File: src/rtl/exe_stage.sv
// Execute stage: operand-2 shifter, single-cycle ALU with NZCV flags, branch
// target adder and a fixed-latency 32-step shift-add multiplier that stalls.
module exe_stage (
  input  logic        clk,
  input  logic        rst,
  input  logic [3:0]  EXE_CMD,
  input  logic        MEM_R_EN,
  input  logic        MEM_W_EN,
  input  logic        S,
  input  logic        I,
  input  logic [31:0] PC,
  input  logic [31:0] Val_Rn,
  input  logic [31:0] Val_Rm,
  input  logic [11:0] shiftOperand,
  input  logic [23:0] Imm24,
  output logic [31:0] ALU_Res,
  output logic [31:0] Br_Addr,
  output logic [3:0]  status,
  output logic        stall
);

  typedef enum logic [3:0] {
    CMD_MOV = 4'b0001,
    CMD_MVN = 4'b1001,
    CMD_ADD = 4'b0010,
    CMD_ADC = 4'b0011,
    CMD_SUB = 4'b0100,
    CMD_SBC = 4'b0101,
    CMD_AND = 4'b0110,
    CMD_ORR = 4'b0111,
    CMD_EOR = 4'b1000,
    CMD_MUL = 4'b1010
  } cmd_e;

  typedef enum logic [1:0] {
    ST_IDLE,
    ST_BUSY,
    ST_DONE
  } state_e;

  cmd_e        cmd;
  state_e      state_q, state_d;
  logic [4:0]  cnt_q, cnt_d;
  logic [31:0] acc_q, acc_d;
  logic [31:0] mcand_q, mcand_d;
  logic [31:0] mplier_q, mplier_d;
  logic [3:0]  status_q, status_d;

  logic [31:0] val2;
  logic [31:0] add_b;
  logic        add_cin;
  logic [32:0] sum;
  logic [31:0] alu_res;
  logic        alu_c, alu_v, alu_upd;

  assign cmd     = cmd_e'(EXE_CMD);
  assign status  = status_q;
  assign Br_Addr = PC + {{6{Imm24[23]}}, Imm24, 2'b00};

  function automatic logic [31:0] ror32(input logic [31:0] x, input logic [4:0] n);
    logic [63:0] t;
    t = {x, x} >> n;
    return t[31:0];
  endfunction

  always_comb begin
    val2 = '0;
    if (I) begin
      val2 = ror32({24'b0, shiftOperand[7:0]}, {shiftOperand[11:8], 1'b0});
    end else if (MEM_R_EN || MEM_W_EN) begin
      val2 = {20'b0, shiftOperand};
    end else begin
      case (shiftOperand[6:5])
        2'b00:   val2 = Val_Rm << shiftOperand[11:7];
        2'b01:   val2 = Val_Rm >> shiftOperand[11:7];
        2'b10:   val2 = $signed(Val_Rm) >>> shiftOperand[11:7];
        default: val2 = ror32(Val_Rm, shiftOperand[11:7]);
      endcase
    end
  end

  // Subtraction reuses the adder as Rn + ~Val2 + cin, so C is the no-borrow flag.
  always_comb begin
    add_b   = ((cmd == CMD_SUB) || (cmd == CMD_SBC)) ? ~val2 : val2;
    add_cin = 1'b0;
    case (cmd)
      CMD_ADC, CMD_SBC: add_cin = status_q[1];
      CMD_SUB:          add_cin = 1'b1;
      default:          add_cin = 1'b0;
    endcase
    sum = {1'b0, Val_Rn} + {1'b0, add_b} + {32'b0, add_cin};
  end

  always_comb begin
    alu_res = '0;
    alu_c   = status_q[1];
    alu_v   = status_q[0];
    alu_upd = 1'b0;
    case (cmd)
      CMD_MOV: begin alu_res = val2;           alu_upd = 1'b1; end
      CMD_MVN: begin alu_res = ~val2;          alu_upd = 1'b1; end
      CMD_AND: begin alu_res = Val_Rn & val2;  alu_upd = 1'b1; end
      CMD_ORR: begin alu_res = Val_Rn | val2;  alu_upd = 1'b1; end
      CMD_EOR: begin alu_res = Val_Rn ^ val2;  alu_upd = 1'b1; end
      CMD_ADD, CMD_ADC, CMD_SUB, CMD_SBC: begin
        alu_res = sum[31:0];
        alu_c   = sum[32];
        alu_v   = (Val_Rn[31] == add_b[31]) && (sum[31] != Val_Rn[31]);
        alu_upd = 1'b1;
      end
      default: alu_res = '0;
    endcase
  end

  always_comb begin
    state_d  = state_q;
    cnt_d    = cnt_q;
    acc_d    = acc_q;
    mcand_d  = mcand_q;
    mplier_d = mplier_q;
    status_d = status_q;
    stall    = 1'b0;
    ALU_Res  = alu_res;
    case (state_q)
      ST_IDLE: begin
        if (cmd == CMD_MUL) begin
          stall    = 1'b1;
          ALU_Res  = '0;
          mcand_d  = Val_Rn;
          mplier_d = val2;
          acc_d    = '0;
          cnt_d    = '0;
          state_d  = ST_BUSY;
        end else if (S && alu_upd) begin
          status_d = {alu_res[31], (alu_res == '0), alu_c, alu_v};
        end
      end
      ST_BUSY: begin
        stall   = 1'b1;
        ALU_Res = '0;
        if (mplier_q[cnt_q]) acc_d = acc_q + (mcand_q << cnt_q);
        cnt_d = cnt_q + 5'd1;
        if (cnt_q == 5'd31) state_d = ST_DONE;
      end
      ST_DONE: begin
        ALU_Res = acc_q;
        if (S) status_d = {acc_q[31], (acc_q == '0), status_q[1:0]};
        state_d = ST_IDLE;
      end
      default: state_d = ST_IDLE;
    endcase
  end

  always_ff @(posedge clk) begin
    if (rst) begin
      state_q  <= ST_IDLE;
      cnt_q    <= '0;
      acc_q    <= '0;
      mcand_q  <= '0;
      mplier_q <= '0;
      status_q <= '0;
    end else begin
      state_q  <= state_d;
      cnt_q    <= cnt_d;
      acc_q    <= acc_d;
      mcand_q  <= mcand_d;
      mplier_q <= mplier_d;
      status_q <= status_d;
    end
  end

endmodule

File: config.mk
export PLATFORM = sky130hd
export DESIGN_NAME = exe_stage
export DESIGN_NICKNAME = d
export VERILOG_FILES = /design/src/rtl/exe_stage.sv
export SDC_FILE = /design/constraint.sdc
export NUM_CORES = 1
export LEC_CHECK = 0
export CAP_MARGIN = 15
export CORE_ASPECT_RATIO = 1.4
export CORE_UTILIZATION = 60
export DETAILED_ROUTE_END_ITERATION = 8
export PLACE_DENSITY = 0.84
export SLEW_MARGIN = 20
export SYNTH_ARGS = -nofsm -noshare
export SYNTH_HDL_FRONTEND = slang
export SYNTH_SLANG_ARGS = --single-unit
File: constraint.sdc
create_clock -name clk -period 25.1 [get_ports clk]
set_input_delay 5.02 -clock clk [delete_from_list [all_inputs] [get_ports clk]]
set_output_delay 5.02 -clock clk [all_outputs]
set_load 0.02 [all_outputs]
==> run summary, run 1 <==
TritonCTS Buffers = 9
DIE WIDTH = 157 µm
IO Port Bufs = 206
I/O pin count = 211
Mean post-synth cell area = 7.61 µm²
Synth Instances = 2645
Largest net degree at the start of global routing = 95
First-pass GRT wire length = 152000 µm
Top_reg_cell synth = dfxtp_1
Synth area leader = dfxtp_1
Grt ovf = 4
Number of synthesized flops with an enable pin = 0
Register bit total from synthesis = 107
Placed cell area = 22000 µm²
Run Error = [ERROR GRT-0116] Global routing finished with congestion. Check the congestion regions in the DRC Viewer.
Synth Net Count = 2953
Hold_buf cts = 0
Share of the synthesized area in the top cell type = 10.6%
Die span in y = 219 µm
Synthesized cell area = 20100 µm²
Asr flop ratio synth = 0%
Root Buffer = clkbuf_16
Most frequent cells after synthesis = nand2_1, nor2_1, a21oi_1
Top area cells in the synthesized netlist = dfxtp_1, ha_1, mux4_2
Postcts setup bufs = 0
Clk buf depth = 2
Synth Warn # = 0
Hpwl dp = 69400 µm
Status = stopped before the end
Count leader, synth = nand2_1
Core Rows = 79
Initial Util = 60.8%
Gpl congestion = 1.17
Sink Count = 107
H-tree depth = 3
Number of global-route vias before repair = 24000
Cts repair resizes = 0
GRT Util Overall = 59.2%
Last stage reached = global routing
Post-synthesis cell type count = 103
Sequential area share after synthesis = 10.6%
per-layer routing:
metal	GRT overflow	global-route usage (%)
met1	0	59.6
met2	1	85.3
met3	0	29.7
met4	3	61.5
met5	0	3.42
cell families after synthesis:
family | count (synthesis) | synth area share, %
buf+inv | 311 | 7.56
compound gates | 826 | 27.8
fa+ha+maj | 166 | 10.5
mux | 252 | 18.6
simple gates | 871 | 20.0
flops | 107 | 10.6
xor+xnor | 112 | 4.87
metrics by stage:
step           setup slack [ps]  util, %  hold WS [ps]  cells
4_1_cts                    7350     67.5           465   3151
3_5_place_dp               7360     66.4           454   3135
3_3_place_gp               7430     66.4           440   3135
2_1_floorplan              9860        -           433   2645
==> inputs of run 2 (changes only) <==
Settings changed: CORE_ASPECT_RATIO 1.4 to default, CORE_UTILIZATION 60 to 40, PLACE_DENSITY 0.84 to default, PLACE_DENSITY_LB_ADDON from default to 0.15.
==> run summary, run 2 <==
Status = completed
Most frequent cells after synthesis = nand2_1, nor2_1, a21oi_1
GRT Util Overall = 35.0%
Post-layout min period = 17920 ps
Slowest cell delay on critical path = 690 ps
Mean post-synth cell area = 7.61 µm² (unchanged)
Synth area leader = dfxtp_1
Multi-input gate area = 16500 µm²
Synth Instances = 2645 (unchanged)
RSZ-0062 raised after global routing = false
Asr flop ratio synth = 0% (unchanged)
Critical path data arrival time = 12900 ps
Worst Max-Slew Pin Slew = 1120 ps
Die span in y = 226 µm (+3.5%)
Synth Warn # = 0 (unchanged)
Clk buf depth = 2 (unchanged)
Core ar. = 49300 µm²
Sequential area share after synthesis = 10.6% (unchanged)
Area grow syn2layout = 12.4%
Drt first-iter violations = 2802
Int Pwr = 0.439 mW
TritonCTS Buffers = 9 (unchanged)
Top area cells in the synthesized netlist = dfxtp_1, ha_1, mux4_2
Sequential standard cell area = 2140 µm²
Required @ worst endpoint = 20080 ps
DRC = 0
Largest net degree at the start of global routing = 93
Worst path cell trace = buf_6 -> buf_4 -> mux4_1 -> mux2_2 -> o32a_1 -> a221oi_1 -> o21ai_1 -> xor2_1 -> ha_1 -> nand3_1 -> a21oi_1 -> or4_1 -> a31oi_1 -> a31oi_1 -> a31oi_1 -> o21a_1 -> o2111a_1 -> xor2_1 -> o211ai_1 -> a22o_1 -> clkdlybuf4s50_1
Grt ovf = 0
Antenna violations before repair = 7
Count leader, synth = nand2_1
Max Slew Vio Count = 0
Wire length on met3 = 9060 µm
Gpl congestion = 1.04 (-12%)
Hold Crit Class = flip-flop to flip-flop
Final #Nets = 3012
Highest metal used = met5
Core Rows = 81 (+2.5%)
Vias/cell = 6.64
Commonest non-fill, non-tap cell in the layout = nand2_1
DR vias = 22500
Post-route ant nets = 0
Clock power share = 20.3%
Sw Pwr = 0.381 mW
Fillers = 4973
Die area = 51200 µm²
Number of synthesized flops with an enable pin = 0 (unchanged)
Final hold vios = 0
# setup viols final = 0
Slowest cell on the critical path = buf_4
WL met2 = 40200 µm
Number of global-route vias before repair = 21100
CP Class = primary input to output port
Hpwl dp = 69900 µm (+0.80%)
CP Capture Type = output port
Root Buffer = clkbuf_16
Post-synthesis cell type count = 103 (unchanged)
Final TNS setup = 0 ps
Share of the synthesized area in the top cell type = 10.6% (unchanged)
Most frequent cells in the layout = nand2_1, nor2_1, a21oi_1
Fin crit share = 71.4%
TritonCTS clock tree = yes
Hold_buf cts = 0 (unchanged)
Skew final = 15.8 ps
Max Clk Rate = 55.8 MHz
IO Port Bufs = 206 (unchanged)
Cts repair resizes = 0 (unchanged)
CTS clk-pin slew, worst paths = 70 ps
Sequential power share = 21.4%
Logic gate share of total power = 58.3%
H-tree depth = 3 (unchanged)
DIE WIDTH = 226 µm (+44%)
Met1 WL = 36000 µm
Sink Count = 107 (unchanged)
Max Cap Violations = 0
I/O pin count = 211 (unchanged)
P per Cell Area = 36.2 nW/µm²
DR WL/cell = 26.9 µm
Postcts setup bufs = 0 (unchanged)
Top flop regs = acc_q: 32 flops, mcand_q: 32 flops, mplier_q: 32 flops
Startpoint types = primary input
Util after Layout = 46.0%
Top_reg_cell synth = dfxtp_1
Register bit total from synthesis = 107 (unchanged)
Synthesized cell area = 20100 µm² (unchanged)
WHS = 457 ps
Share of cells above drive strength 1 = 9.45%
Slew headroom = 24.1%
Synth Net Count = 2953 (unchanged)
Final WL = 91000 µm
CP max FO = 92
Peak supply drop = 28.6 µV
First-pass GRT wire length = 135000 µm
Most frequent CP cell = a31oi_1
Clk_lat worst skew = 410 ps
Sw Ratio = 46.5%
Initial DRT Pass Iterations = 6
Initial Util = 40.9% (-20 points)
P_leak = 9.12 nW
## run 2: cell counts after synthesis
Identical to the previous run, type by type.
## run 2: metal layers
layer	track usage, %	up-vias
met3	6.36	282
met1	44.7	10700
li1	-	10000
met4	19.8	2
met5	0	-
met2	55.4	1409
## run 2: metrics by stage
stage / instance area (µm²) / power, mW / cells / setup WS [ps]
after floorplan: 20100 / 0.468 / 2645 / 9860
final: 22600 / 0.820 / 3379 / 7180
after CTS: 22600 / 0.809 / 3372 / 7340
after detailed placement: 22300 / 0.642 / 3356 / 7370
after global placement: 22300 / 0.639 / 3356 / 7480
after global routing: 22600 / 0.855 / 3375 / 6840
## run 2: critical path, delay by kind of cell
kind	cells	cell delay (ps)
mux	2	990
simple gates	2	640
fa+ha+maj	1	370
buf+inv	3	1960
xor+xnor	2	330
compound gates	11	3510
## run 2: worst paths after layout
path | start | end | slack (ps) | depth (start not counted)
setup / recovery | shiftOperand[8] | ALU_Res[31] | 7180 | 21
hold / removal | status[3] | status[3] | 460 | 2
setup reg to reg | cnt_q[0] | acc_q[31] | 19340 | 18
hold reg to reg | status[3] | status[3] | 460 | 2
## run 2: cells by family after synthesis
logic type	Yosys count	share of synthesized area (%)
AOI/OAI and AO/OA	826	27.8
and+or+nand+nor	871	20.0
xor gates and xnor gates	112	4.87
adders and majority gates	166	10.5
DFF	107	10.6
muxes	252	18.6
buffers and inverters	311	7.56
## run 2: final cells by class
| class | count | share of cell area (%) |
|---|---|---|
| Timing Repair Buffer | 257 | 10.7 |
| Tap cell | 664 | 3.67 |
| Inverter | 102 | 1.69 |
| Antenna cell | 6 | 0.0663 |
| Clock buffer | 9 | 0.995 |
| Sequential cell | 107 | 9.47 |
| Clock inverter | 7 | 0.431 |
| Multi-Input combinational cell | 2227 | 73.0 |
## run 2: power by group through the flow
stage               sequential, mW  clock (mW)  combinational [mW]
CTS                          0.175       0.169               0.465
detailed placement           0.179           0               0.463
floorplan                    0.178           0               0.290
finish                       0.175       0.167               0.478
global route                 0.176       0.175               0.504
global placement             0.179           0               0.460
Note: power is estimated with default switching activity, not from simulation.
